[src/rtl/i2s_adc_rx.sv]
// i2s_adc_rx -- stereo I2S / left-justified serial ADC receiver.
//
// Runs entirely on the codec bit clock. Deserialises the left and right
// words of each LRC frame, presents them together with a one-cycle
// sample_valid strobe, and drives a saturating address / write strobe
// for the SRAM record buffer. Short slots are flagged in a sticky error.
//
// Parameters:
//   DATA_W  sample width per channel (8..24); extra slot bits ignored
//   ADDR_W  record buffer address width
//   MODE    0 = I2S (MSB one bclk after LRC edge), 1 = left-justified
//
// Ports:
//   bclk          in   bit clock, all logic on posedge
//   reset         in   asynchronous active-high reset
//   adclrc        in   LRC, low = left slot, high = right slot
//   adcdat        in   serial data, MSB first
//   record        in   record enable
//   data_l        out  last complete left sample
//   data_r        out  last complete right sample
//   sample_valid  out  one-bclk pulse per new L/R pair
//   wr            out  buffer write strobe
//   addr          out  buffer address for the current wr
//   full          out  address counter saturated
//   frame_err     out  sticky short-slot error
//   mix_data      out  (L+R)>>>1, present only with ADC_MIX_EN defined
//
// Optional feature macro: ADC_MIX_EN.

module i2s_adc_rx #(
    parameter int unsigned DATA_W = 16,
    parameter int unsigned ADDR_W = 18,
    parameter int unsigned MODE   = 0
) (
    input  logic              bclk,
    input  logic              reset,
    input  logic              adclrc,
    input  logic              adcdat,
    input  logic              record,
    output logic [DATA_W-1:0] data_l,
    output logic [DATA_W-1:0] data_r,
    output logic              sample_valid,
    output logic              wr,
    output logic [ADDR_W-1:0] addr,
    output logic              full,
    output logic              frame_err
`ifdef ADC_MIX_EN
    ,
    output logic [DATA_W-1:0] mix_data
`endif
);

    localparam int unsigned       CW   = $clog2(DATA_W);
    localparam logic [CW-1:0]     LAST = CW'(DATA_W - 1);

    typedef enum logic [1:0] {
        ST_IDLE,
        ST_LEFT,
        ST_RIGHT
    } state_t;

    state_t            state;
    logic [CW-1:0]     cnt;
    logic [DATA_W-2:0] sr;
    logic [DATA_W-1:0] left_hold;
    logic              lrc_q;
    logic              record_q;
    logic              frame_ok;

    logic              lrc_edge;
    logic              cap_old;
    logic              done_old;
    logic              short_slot;
    logic              shift_en;
    logic              rec_rise;
    logic [DATA_W-1:0] word;

    // In I2S mode the bit sampled on an LRC edge still belongs to the
    // outgoing word (its LSB); in left-justified mode it is the new MSB.
    always_comb begin
        lrc_edge   = adclrc ^ lrc_q;
        cap_old    = (state != ST_IDLE) && ((MODE == 0) || !lrc_edge);
        done_old   = cap_old && (cnt == LAST);
        short_slot = lrc_edge && (state != ST_IDLE) && !done_old;
        shift_en   = cap_old || (lrc_edge && (MODE == 1));
        word       = {sr, adcdat};
        rec_rise   = record & ~record_q;
    end

    assign wr = sample_valid & record_q & ~full;

`ifdef ADC_MIX_EN
    logic signed [DATA_W:0] mix_sum;
    always_comb begin
        mix_sum = $signed({left_hold[DATA_W-1], left_hold}) + $signed({word[DATA_W-1], word});
    end
`endif

    always_ff @(posedge bclk or posedge reset) begin
        if (reset) begin
            state        <= ST_IDLE;
            cnt          <= '0;
            sr           <= '0;
            left_hold    <= '0;
            lrc_q        <= 1'b1;
            record_q     <= 1'b0;
            frame_ok     <= 1'b0;
            data_l       <= '0;
            data_r       <= '0;
            sample_valid <= 1'b0;
            addr         <= '0;
            full         <= 1'b0;
            frame_err    <= 1'b0;
`ifdef ADC_MIX_EN
            mix_data     <= '0;
`endif
        end else begin
            lrc_q        <= adclrc;
            record_q     <= record;
            sample_valid <= 1'b0;

            if (shift_en) begin
                sr <= word[DATA_W-2:0];
            end

            if (done_old) begin
                if (state == ST_LEFT) begin
                    left_hold <= word;
                end else if (frame_ok) begin
                    data_l       <= left_hold;
                    data_r       <= word;
                    sample_valid <= 1'b1;
`ifdef ADC_MIX_EN
                    mix_data     <= DATA_W'(mix_sum >>> 1);
`endif
                end
            end

            // A falling edge opens a new frame and re-evaluates acceptance,
            // which also abandons a frame whose right slot was cut short.
            if (lrc_edge) begin
                state <= adclrc ? ST_RIGHT : ST_LEFT;
                cnt   <= (MODE == 1) ? CW'(1) : CW'(0);
                if (short_slot) begin
                    frame_err <= 1'b1;
                end
                if (!adclrc) begin
                    frame_ok <= record_q;
                end else if (short_slot) begin
                    frame_ok <= 1'b0;
                end
            end else if (cap_old) begin
                if (done_old) begin
                    state <= ST_IDLE;
                end else begin
                    cnt <= cnt + CW'(1);
                end
            end

            if (rec_rise) begin
                addr <= '0;
                full <= 1'b0;
            end else if (wr) begin
                if (addr == '1) begin
                    full <= 1'b1;
                end else begin
                    addr <= addr + ADDR_W'(1);
                end
            end
        end
    end

endmodule
[config.mk]
export PLATFORM = sky130hd
export DESIGN_NAME = i2s_adc_rx
export DESIGN_NICKNAME = d
export VERILOG_FILES = /design/src/rtl/i2s_adc_rx.sv
export SDC_FILE = /design/constraint.sdc
export NUM_CORES = 1
export LEC_CHECK = 0
export CORE_ASPECT_RATIO = 2
export CORE_MARGIN = 4
export CORE_UTILIZATION = 48
export CTS_CLUSTER_SIZE = 16
export DETAILED_ROUTE_END_ITERATION = 8
export PLACE_DENSITY = 0.75
export SYNTH_ARGS = -nofsm -noshare
export SYNTH_HDL_FRONTEND = slang
export SYNTH_SLANG_ARGS = --single-unit
export TNS_END_PERCENT = 5
[constraint.sdc]
create_clock -name bclk -period 2.7 [get_ports bclk]
set_input_delay 0.405 -clock bclk [delete_from_list [all_inputs] [get_ports bclk]]
set_output_delay 0.405 -clock bclk [all_outputs]
set_load 0.03 [all_outputs]
# [After elaboration in Yosys (flattened, before gate mapping)]
# Index checks and enable logic that the tools add are counted.
[word_totals] inputBits=5 reg_bits=93 wordCells=63 output_inout_bits=54
[classes] eq_ne=6 n_mux=18 add_sub_neg=2 bitwise=7 reduce_logical=17
[op_table] operator="18-bit 2-to-1 mux" n=3
[op_table] operator="18-bit by 1-bit adder with 18-bit output, second input constant" n=1
[op_table] operator="18-bit == test, second input constant" n=1
[op_table] operator="2-bit AND reduction" n=7
[op_table] operator="4-bit 2-to-1 mux" n=3
[op_table] operator="2-bit nonzero test" n=5
[op_table] operator="1-bit 2-to-1 mux" n=8
[op_table] operator="2-bit 2-to-1 mux" n=4
[op_table] operator="4-bit by 1-bit adder with 4-bit output, second input constant" n=1
[op_table] operator="4-bit == test, second input constant" n=1
[op_table] operator="2-bit inequality test, second input constant" n=2
[op_table] operator="1-bit AND" n=3
[op_table] operator="1-bit logical AND" n=3
[op_table] operator="1-bit NOT" n=3
[op_table] operator="3-bit AND reduction" n=1
[op_table] operator="2-bit by 1-bit == test with 1-bit output, second input constant" n=1
[op_table] operator="2-bit by 1-bit inequality test with 1-bit output, second input constant" n=1
[op_table] operator="1-bit logical NOT" n=1
[op_table] operator="1-bit XOR" n=1

# [Logic depth before layout (Yosys ltp)]
# Gate-level depths: netlist of the first run.
[logic_depth] depth_word=6 mapped_depth=7 ltp_nobuf=6

# [Worst setup path after synthesis of the first run]
# No wires, ideal clock.
[synth_timing] kind="reg2reg" from="reg addr[0]" to="reg addr[17]" t_required_ps=2576 setup_time_ps=124 path_stages_with_launch=8 t_arrival_ps=1947 path_buffers=1 path_slack_ps=629 period_less_slack_ps=2071 cell_sequence="dfrtp_1 -> ha_1 -> nand3_2 -> nor4_4 -> a21o_1 -> buf_4 -> nor3_1 -> a211o_1"
[synth_between] elab_chain_len=4 elab_cells_between_ends=7 classes_between="1 x add/sub; 2 x eq/ne; 3 x mux; 1 x reduce/logical"
[synth_rtl] element="from (decl)" line="44" rtl="output logic [ADDR_W-1:0] addr,"
[synth_rtl] element="from (signal assigned)" line="167" rtl="addr <= addr + ADDR_W'(1);"
[synth_rtl] element="18-bit by 1-bit adder with 18-bit output" line="167"
[synth_rtl] element="18-bit 2-to-1 mux" line="164" rtl="if (addr == '1) begin"
[synth_rtl] element="18-bit 2-to-1 mux" line="163" rtl="end else if (wr) begin"
[synth_rtl] element="18-bit 2-to-1 mux" line="160" rtl="if (rec_rise) begin"
# Parallel ways exist; a longest one is shown, timed or not. The select of a mux whose other input is x is not followed.
# A chain may end at the register's enable or synchronous reset.

# [Final worst setup path of the first run]
[layout_timing] from="reg full" to="out wr"
[layout_between] elab_chain_len=2
[layout_rtl] element="from (decl)" line="45" rtl="output logic full,"
[layout_rtl] element="from (signal assigned)" line="112" rtl="full <= 1'b0;"
[layout_rtl] element="from (signal assigned)" line="162" rtl="full <= 1'b0;"
[layout_rtl] element="from (signal assigned)" line="165" rtl="full <= 1'b1;"
[layout_rtl] element="1-bit NOT" line="90" rtl="assign wr = sample_valid & record_q & ~full;"
[layout_rtl] element="1-bit AND" line="90"
[layout_rtl] element="to (decl)" line="43" rtl="output logic wr,"
# No other way between the ends.

==> metrics.txt, run 1 <==
status finished clean; crit path max fanout 8; instance count of the mapped netlist between 200 and 300; synthesized cell area between 3000 and 4000 sq um; Placed Cells around 440; clk sinks 93; pwr dens around 660 nW/um^2; Max rail drop VDD 0.000660 V; synth-to-layout area growth 26.3%; top post-synthesis cells by area dfrtp_1 60%, mux2_2 18%, nand2_1 1.8%, a31oi_1 1.5%, a21oi_1 1.4%; critical path class reg2out; Rows 46; commonest non-fill, non-tap cell in the layout dfrtp_1; Post-CTS Setup Bufs 0; CP max-delay cell clkdlybuf4s50_1; yosys warns 0; worst skew pair latency 340 ps; EDFF count, synth 0; CP max stage delay around 670 ps; Critical Path, Cell by Cell nand3b_1 > inv_1 > clkdlybuf4s50_1; Worst Reg2Reg Path Length in Cells 6; starting density of the core roughly half; share of layout cells above drive strength 1 25.2%; clk buf depth 2; WP depth 3; Placeable Area ~7900 sq um; Die Height 135 microns; CP Capture Point wr; Pre-antenna DRT Iters 5; Port Buffers 58; Final HPWL DP about 5500 microns; max-cap viol count 0; Die Width 71.3 microns; worst path required time around 2300 ps; filler instances ~630; first-pass GRT wire length approximately 13000 microns; Syn Area/Cell between 10 and 15 sq um; worst hold path class in2async; Final Non-Filler Cells 457; DRC 0; CTS Buf Count 9; fin worst setup slack about 350 ps; WHS around 440 ps; Yosys reg bits slightly above 90; Post-Route WL approximately 8000 microns; Tcrit/Tclk final 87.0%; CTS HTree Levels 3; Final Wtd Congestion about 0.86; initial drt markers a little over 90; Seq/Total Area, Yosys about three fifths; via count 2537; cell taking the most area after synthesis dfrtp_1; Via-to-Cell Ratio between 5 and 6; startpoint type of the worst setup path flip-flop; Synth cell types 42; worst slew pin tran about 720 ps; Reg2Reg Launch Point addr[0]; CTS Hold Bufs 0; Top delay family on crit path buffers and inverters; total congestion overflow 0; CP arrival 1940 ps; CP endpoint kind primary output; endpoints failing setup 0; Final Total Pwr 3.23 mW; Setup Skew 5.79 ps; Bufs and invs on worst path 2; Post-Syn Nets 300; Fin. Hold Viols 0; pre-CTS WS around 530 ps; # IOs a little under 60; largest net degree at the start of global routing 50; fmax ~430 MHz; Tot GR Track Use between 15 and 20%; vias in the first global route 2748; Setup TNS 0 ps; Async SR Flop Fraction 100%; Tmin final ~2300 ps; crit path launch full; most frequent cells in the layout 92 x dfrtp_1, 63 x mux2_2, 58 x clkdlybuf4s50_1, 18 x nand2_1, 12 x nor2_1; clock root cell clkbuf_16; CTS tree yes; DIE AREA 9610 sq um; Synth Flop Type dfrtp_1; initial antenna violation count 0; routed len/inst roughly 17 microns; RSZ-0062 raised after global routing no; CTS resizes 0; Rel. slew slack 52.0%; pins over their slew limit 0; P_leak 2.27 nW; Crit Reg-Reg Endpoint addr[17]; clock slew at reported path FFs about 70 ps; reg2reg setup slack 480 ps; Synth top area share approximately three fifths; antenna fix cells 0; Routed Antenna Nets 0; fin nets 365
==> stage by stage <==
| step | instance area, sq um | util, % |
|---|---|---|
| 2_1_floorplan | 3860 | - |
| 3_3_place_gp | 4580 | 58.1 |
| 3_5_place_dp | 4580 | 58.1 |
| 4_1_cts | 4870 | 61.7 |
| 5_1_grt | 4870 | 61.7 |
| 6_report | 4870 | 61.7 |
==> sequential cells by signal, indices dropped and copies added, names as in the netlist <==
signal,count
sr,15
addr,18
data_l,16
data_r,16
frame_ok,1
sample_valid,1
record_q,1
frame_err,1
full,1
left_hold,16
cnt,4
lrc_q,1
state,2
==> worst min-delay path by stage <==
stage	cells after the start	to	startpoint	slack (ps)
final	2	sr[7]	reset	440
after global placement	1	frame_err	frame_err	450
after detailed placement	1	frame_err	frame_err	460
after floorplan	0	lrc_q	adclrc	410
after global routing	2	sr[8]	reset	460
after CTS	2	data_r[9]	reset	450
==> metal layers <==
| metal | vias up | GRT usage, % | wire length [microns] |
|---|---|---|---|
| met5 | - | 0 | 0 |
| met4 | 0 | 9.00 | 249 |
| met3 | 16 | 4.77 | 413 |
| met2 | 79 | 29.6 | 4180 |
| met1 | 1262 | 20.3 | 2970 |
| li1 | 1180 | - | - |
==> worst reg2reg max path, stage by stage (launching register included) <==
cell and delay (ps):
dfrtp_1 430, ha_1 230, nand3_2 160, nor4_4 470, a21oi_2 300, and3_1 260, a211o_1 260
==> cell families (layout without fill, tap and decap cells) <==
family,after synthesis,count (layout),share of synthesized area (%)
simple gates,64,64,9.22
buf+inv,18,88,1.95
xor+xnor,5,5,1.14
mux,64,64,18.7
fa+ha+maj,4,4,1.30
flops,93,93,60.4
compound gates,43,43,7.28
==> cells in the mapped netlist, drive strengths merged (2+ instances only) <==
cell type / count
ha: 4
clkbuf: 5
dfrtp: 92
and3: 6
nor2: 12
buf: 4
inv: 9
xor2: 3
a31oi: 9
mux2: 63
nand4: 4
xnor2: 2
o31ai: 4
a21oi: 12
o21ai: 7
nor4: 2
nand3: 9
or4: 2
and2: 2
nand2b: 2
a41oi: 3
nand2: 18
a21o: 3
==> final cells by class <==
class	count	area [sq um]	area share (%)
flip-flops and latches	93	2330	47.8
inverters	9	37.5	0.771
well taps	96	120	2.47
clock inverters	6	50.0	1.03
clock buffers	10	239	4.91
repair buffers	63	643	13.2
multi-input cells	180	1450	29.8
==> power breakdown <==
part | leakage, nW | total (mW) | internal [mW] | switching (mW)
registers | 1.24 | 1.69 | 1.54 | 0.149
logic | 0.889 | 0.333 | 0.178 | 0.154
clock network | 0.137 | 1.21 | 0.662 | 0.546
Note: power is estimated with default switching activity, not from simulation.
==> inputs of run 2 (changes only) <==
- CORE_UTILIZATION: 48 -> 56
- DONT_BUFFER_PORTS: unset -> 1
- PLACE_DENSITY: 0.75 -> 0.74
- SLEW_MARGIN: unset -> 20
==> metrics.txt, run 2 (synthesis results as in run 1) <==
Critical Path, Cell by Cell nand4_4 > nor4_4 > a21oi_2 > and3_1 > a211o_1 (was nand3b_1 > inv_1 > clkdlybuf4s50_1); pins over their slew limit 0 (unchanged); CP arrival 2430 ps (was 1940 ps); CP endpoint kind flip-flop (was primary output); commonest non-fill, non-tap cell in the layout dfrtp_1 (unchanged); share of layout cells above drive strength 1 31.0% (was 25.2%); CP max stage delay 650 ps (was 670 ps); RSZ-0062 raised after global routing no (unchanged); Fin. Hold Viols 0 (unchanged); CTS tree yes (unchanged); Net Sw Power 774 uW (was 849 uW); clock slew at reported path FFs 60 ps (was 70 ps); CTS HTree Levels 3 (unchanged); clk sinks 93 (unchanged); Post-CTS Setup Bufs 0 (unchanged); total congestion overflow 0 (unchanged); fmax 452 MHz (was 426 MHz); Rows 42 (was 46); pwr dens 727 nW/um^2 (was 663 nW/um^2); Top delay family on crit path simple AND/OR/NAND/NOR gates (was buffers and inverters); Tot GR Track Use 19.0% (was 17.6%); Final HPWL DP 5180 microns (was 5510 microns); P_leak 2.10 nW (was 2.27 nW); Port Buffers 0 (was 58); DIE AREA 8350 sq um (was 9610 sq um); # IOs 59 (unchanged); via count 2321 (was 2537); Net Sw Frac 24.7% (was 26.3%); CP max-delay cell dfrtp_1 (was clkdlybuf4s50_1); fin util 64.6% (was 61.7%); vias in the first global route 2518 (was 2748); starting density of the core 57.7% (was 48.9%); Pre-antenna DRT Iters 4 (was 5); startpoint type of the worst setup path flip-flop (unchanged); Logic pwr share 8.9% (was 10.3%); CTS Hold Bufs 1 (was 0); CTS Buf Count 9 (unchanged); Placeable Area 6670 sq um (was 7890 sq um); Die Height 125 microns (was 135 microns); initial drt markers 115 (was 92); CTS resizes 0 (unchanged); Clk pwr share 36.7% (was 37.4%); clock root cell clkbuf_16 (unchanged); filler instances 517 (was 629); max-cap viol count 0 (unchanged); Tcrit/Tclk final 81.9% (was 87.0%); worst skew pair latency 330 ps (was 340 ps); fin nets 314 (was 365); Setup TNS 0 ps (unchanged); Int Power 2.36 mW (was 2.38 mW); synth-to-layout area growth 11.9% (was 26.3%); Bufs and invs on worst path 0 (was 2); worst hold path class in2reg (was in2async); routed len/inst 18.5 microns (was 17.1 microns); max FFs per register 18 (unchanged); Tmin final 2210 ps (was 2350 ps); worst path required time 2920 ps (was 2300 ps); Final Wtd Congestion 0.813 (was 0.860); first-pass GRT wire length 12000 microns (was 13200 microns); Most flops, register addr (unchanged); Routed Antenna Nets 0 (unchanged); initial antenna violation count 0 (unchanged); clk buf depth 2 (unchanged); Post-Route WL 7350 microns (was 7810 microns); endpoints failing setup 0 (unchanged); Setup Skew 4.09 ps (was 5.79 ps); crit path max fanout 17 (was 8); worst slew pin tran 674 ps (was 720 ps); Rel. slew slack 55.1% (was 52.0%); Max rail drop VDD 0.000542 V (was 0.000660 V); critical path class reg2reg (was reg2out); largest net degree at the start of global routing 74 (was 50); sequential share of power 54.4% (was 52.2%); antenna fix cells 0 (unchanged); most frequent cells in the layout 92 x dfrtp_1, 63 x mux2_2, 18 x nand2_1, 12 x nor2_1, 11 x a21oi_1 (was 92 x dfrtp_1, 63 x mux2_2, 58 x clkdlybuf4s50_1, 18 x nand2_1, 12 x nor2_1); status finished clean (unchanged); DRC 0 (unchanged); Via-to-Cell Ratio 5.83 (was 5.55); Die Width 66.7 microns (was 71.3 microns)
-- run 2: worst paths after layout --
path	cells after the start	slack, ps	to	startpoint
setup / recovery	5	490	addr[17]	addr[5]
max in group asynchronous	3	1430	data_r[0]	reset
hold / removal	0	70	lrc_q	adclrc
setup reg to reg	5	490	addr[17]	addr[5]
hold reg to reg	1	500	frame_ok	frame_ok
min in group asynchronous	2	570	sr[4]	reset
-- run 2: cell type report --
class	instances	area, sq um	area share, %
clock inverter	4	22.5	0.523
timing repair buffer	12	105	2.44
sequential	93	2330	54.0
clock buffer	12	256	5.95
multi-input combinational	180	1450	33.6
inverter	9	37.5	0.871
tap	88	110	2.56
-- run 2: layer usage --
layer / up-vias / track usage (%) / wire (microns)
met4: 0 / 9.58 / 211
met3: 13 / 7.09 / 523
met1: 1160 / 19.8 / 2600
met2: 71 / 32.5 / 4020
met5: - / 0 / 0
li1: 1077 / - / -
-- run 2: worst register-to-register path: cells and delay by family, from the launching register on --
family	cells	cell delay, ps
simple gates	3	930
flops	1	650
compound gates	2	530
-- run 2: power by group through the flow --
stage               Sequential (mW)  Clock (mW)  Combinational (mW)
detailed placement             1.73           0               0.283
floorplan                      1.69           0               0.220
CTS                            1.71        1.18               0.285
finish                         1.70        1.15               0.279
global placement               1.73           0               0.273
global route                   1.72        1.24               0.316
-- run 2: through the flow --
| stage | worst slack, ps | power [mW] | cell area [sq um] | hold WS [ps] | std cells |
|---|---|---|---|---|---|
| after floorplan | 629 | 1.91 | 3860 | 409 | 291 |
| after global placement | 530 | 2.00 | 4020 | 308 | 381 |
| after detailed placement | 498 | 2.01 | 4020 | 315 | 381 |
| after CTS | 480 | 3.17 | 4310 | 57.9 | 398 |
| after global routing | 343 | 3.28 | 4310 | 54.8 | 398 |
| final | 488 | 3.13 | 4310 | 68.6 | 398 |
==> inputs of run 3 (changes only) <==
- clock period: 2.7 -> 1.85 ns (I/O delays scaled with it)
==> metrics.txt, run 3 (synthesis results as in run 1) <==
status finished with violations (was finished clean); violated checks setup timing; P_leak 2.30 nW (was 2.10 nW); worst path required time 2060 ps (was 2920 ps); startpoint type of the worst setup path flip-flop (unchanged); Die Height 125 microns (unchanged); clk sinks 93 (unchanged); Worst Reg2Reg Path Length in Cells 6 (was 5); fin area 4680 sq um (was 4310 sq um); pwr dens 1050 nW/um^2 (was 727 nW/um^2); pre-CTS WS -83.1 ps (was 498 ps); reg2reg setup slack -20 ps (was 490 ps); Max rail drop VDD 0.000825 V (was 0.000542 V); Rows 42 (unchanged); Hold Path End data_r[0] (was lrc_q); largest net degree at the start of global routing 51 (was 74); starting density of the core 57.7% (unchanged); RSZ-0062 raised after global routing yes (was no); Port Buffers 0 (unchanged); Tcrit/Tclk final 101% (was 81.9%); placed cell areas 4280 sq um (was 4020 sq um); initial antenna violation count 0 (unchanged); CP arrival 2090 ps (was 2430 ps); routed len/inst 18.5 microns (about the same); CTS tree yes (unchanged); endpoints failing setup 2 (was 0); Routed Antenna Nets 0 (unchanged); commonest non-fill, non-tap cell in the layout dfrtp_1 (unchanged); Final HPWL DP 5730 microns (was 5180 microns); Tot GR Track Use 20.6% (was 19.0%); antenna fix cells 0 (unchanged); initial drt markers 130 (was 115); clk buf depth 2 (unchanged); pins over their slew limit 0 (unchanged); CTS HTree Levels 3 (unchanged); CP endpoint kind flip-flop (unchanged); worst hold path class in2reg (unchanged); Final Total Pwr 4.90 mW (was 3.13 mW); most frequent cells in the layout 92 x dfrtp_1, 63 x mux2_2, 38 x buf_4, 18 x nand2_1, 11 x a21oi_1 (was 92 x dfrtp_1, 63 x mux2_2, 18 x nand2_1, 12 x nor2_1, 11 x a21oi_1); fin worst setup slack -24.0 ps (was 488 ps); Final Wtd Congestion 0.891 (was 0.813); first-pass GRT wire length 13000 microns (was 12000 microns); Tmin final 1870 ps (was 2210 ps); Reg2Reg Launch Point addr[0] (was addr[5]); via count 2487 (was 2321); crit path max fanout 10 (was 17); Post-Route WL 7980 microns (was 7350 microns); WHS Path Cells 1 (was 0); filler instances 467 (was 517); fmax 534 MHz (was 452 MHz); Via-to-Cell Ratio 5.77 (was 5.83); # IOs 59 (unchanged); Worst Hold Launch adcdat (was adclrc); DRC 0 (unchanged); clock slew at reported path FFs 60 ps (about the same); Setup Skew 6.27 ps (was 4.09 ps); CTS Buf Count 9 (unchanged); critical path class reg2reg (unchanged); Crit Reg-Reg Endpoint addr[17] (unchanged); max-cap viol count 0 (unchanged); Pre-antenna DRT Iters 4 (unchanged); clock root cell clkbuf_16 (unchanged); worst slew pin tran 472 ps (was 674 ps); Fin. Hold Viols 0 (unchanged); share of layout cells above drive strength 1 39.1% (was 31.0%); Most flops, register addr (unchanged); Die Width 66.7 microns (unchanged); DIE AREA 8350 sq um (unchanged); Placeable Area 6670 sq um (unchanged); vias in the first global route 2695 (was 2518); total congestion overflow 0 (unchanged); synth-to-layout area growth 21.4% (was 11.9%); worst skew pair latency 330 ps (about the same); fin nets 347 (was 314); max FFs per register 18 (unchanged); Rel. slew slack 68.4% (was 55.1%)
[run 3: cell types whose count changed in the layout (fill, tap and decap cells not counted), sizes merged]
cell	change
buf	+31
bufinv	+2
clkbuf	-2
dlygate4sd3	+2
[run 3: worst max-delay path, stage by stage (launching register included)]
cell and delay [ps]:
dfrtp_1 360, ha_2 220, nand3_4 100, nor4_4 440
a21o_2 310, nor3_1 80, a211o_1 230
[run 3: layout make-up]
cell class | instances | area, sq um | area share, %
flip-flops and latches | 93 | 2330 | 49.8
clock inverters | 6 | 86.3 | 1.85
repair buffers | 45 | 395 | 8.45
well taps | 88 | 110 | 2.35
clock buffers | 10 | 239 | 5.11
inverters | 9 | 37.5 | 0.802
multi-input cells | 180 | 1480 | 31.7
[run 3: repair_timing]
action	4_1_cts	5_1_grt
buffers inserted	1	0
gates resized for setup	2	6
hold endpoints to repair	19	0
hold buffers	3	0
pin swaps	1	0
endpoints found under the setup margin	8	24
gates cloned	0	0
[run 3: metrics by stage]
| step | instances | hold slack, ps | util (%) | setup TNS, ps |
|---|---|---|---|---|
| 5_1_grt | 431 | 76.4 | 70.1 | -508 |
| 3_5_place_dp | 411 | 202 | 64.2 | -109 |
| 6_report | 431 | 95.3 | 70.1 | -40.8 |
| 2_1_floorplan | 291 | 282 | - | -2160 |
| 4_1_cts | 431 | 83.8 | 69.7 | -12.8 |
| 3_3_place_gp | 411 | 191 | 64.2 | -9.96 |
[run 3: routing by layer]
layer | wire length, microns | share of wire [%] | GRT usage, %
met5 | 0 | 0 | 0
met3 | 509 | 6.4 | 7.54
met4 | 174 | 2.2 | 9.22
met2 | 4560 | 57 | 36.1
met1 | 2740 | 34 | 21.0
[run 3: how the worst max path moves through the flow]
stage                     slack (ps)  depth (start not counted)     start        to
after floorplan                 -220                          7   addr[0]  addr[17]
after global routing             -70                          6   addr[0]  addr[17]
final                            -20                          6   addr[0]  addr[17]
after global placement           -10                          6  addr[12]  addr[17]
after detailed placement         -80                          7   addr[0]  addr[17]
after CTS                         -9                          6   addr[0]  addr[17]
[run 3: where the power goes]
part	internal, mW	leakage (nW)	switching [mW]
clock network	1.22	0.158	0.728
logic	0.254	0.899	0.248
registers	2.24	1.24	0.214
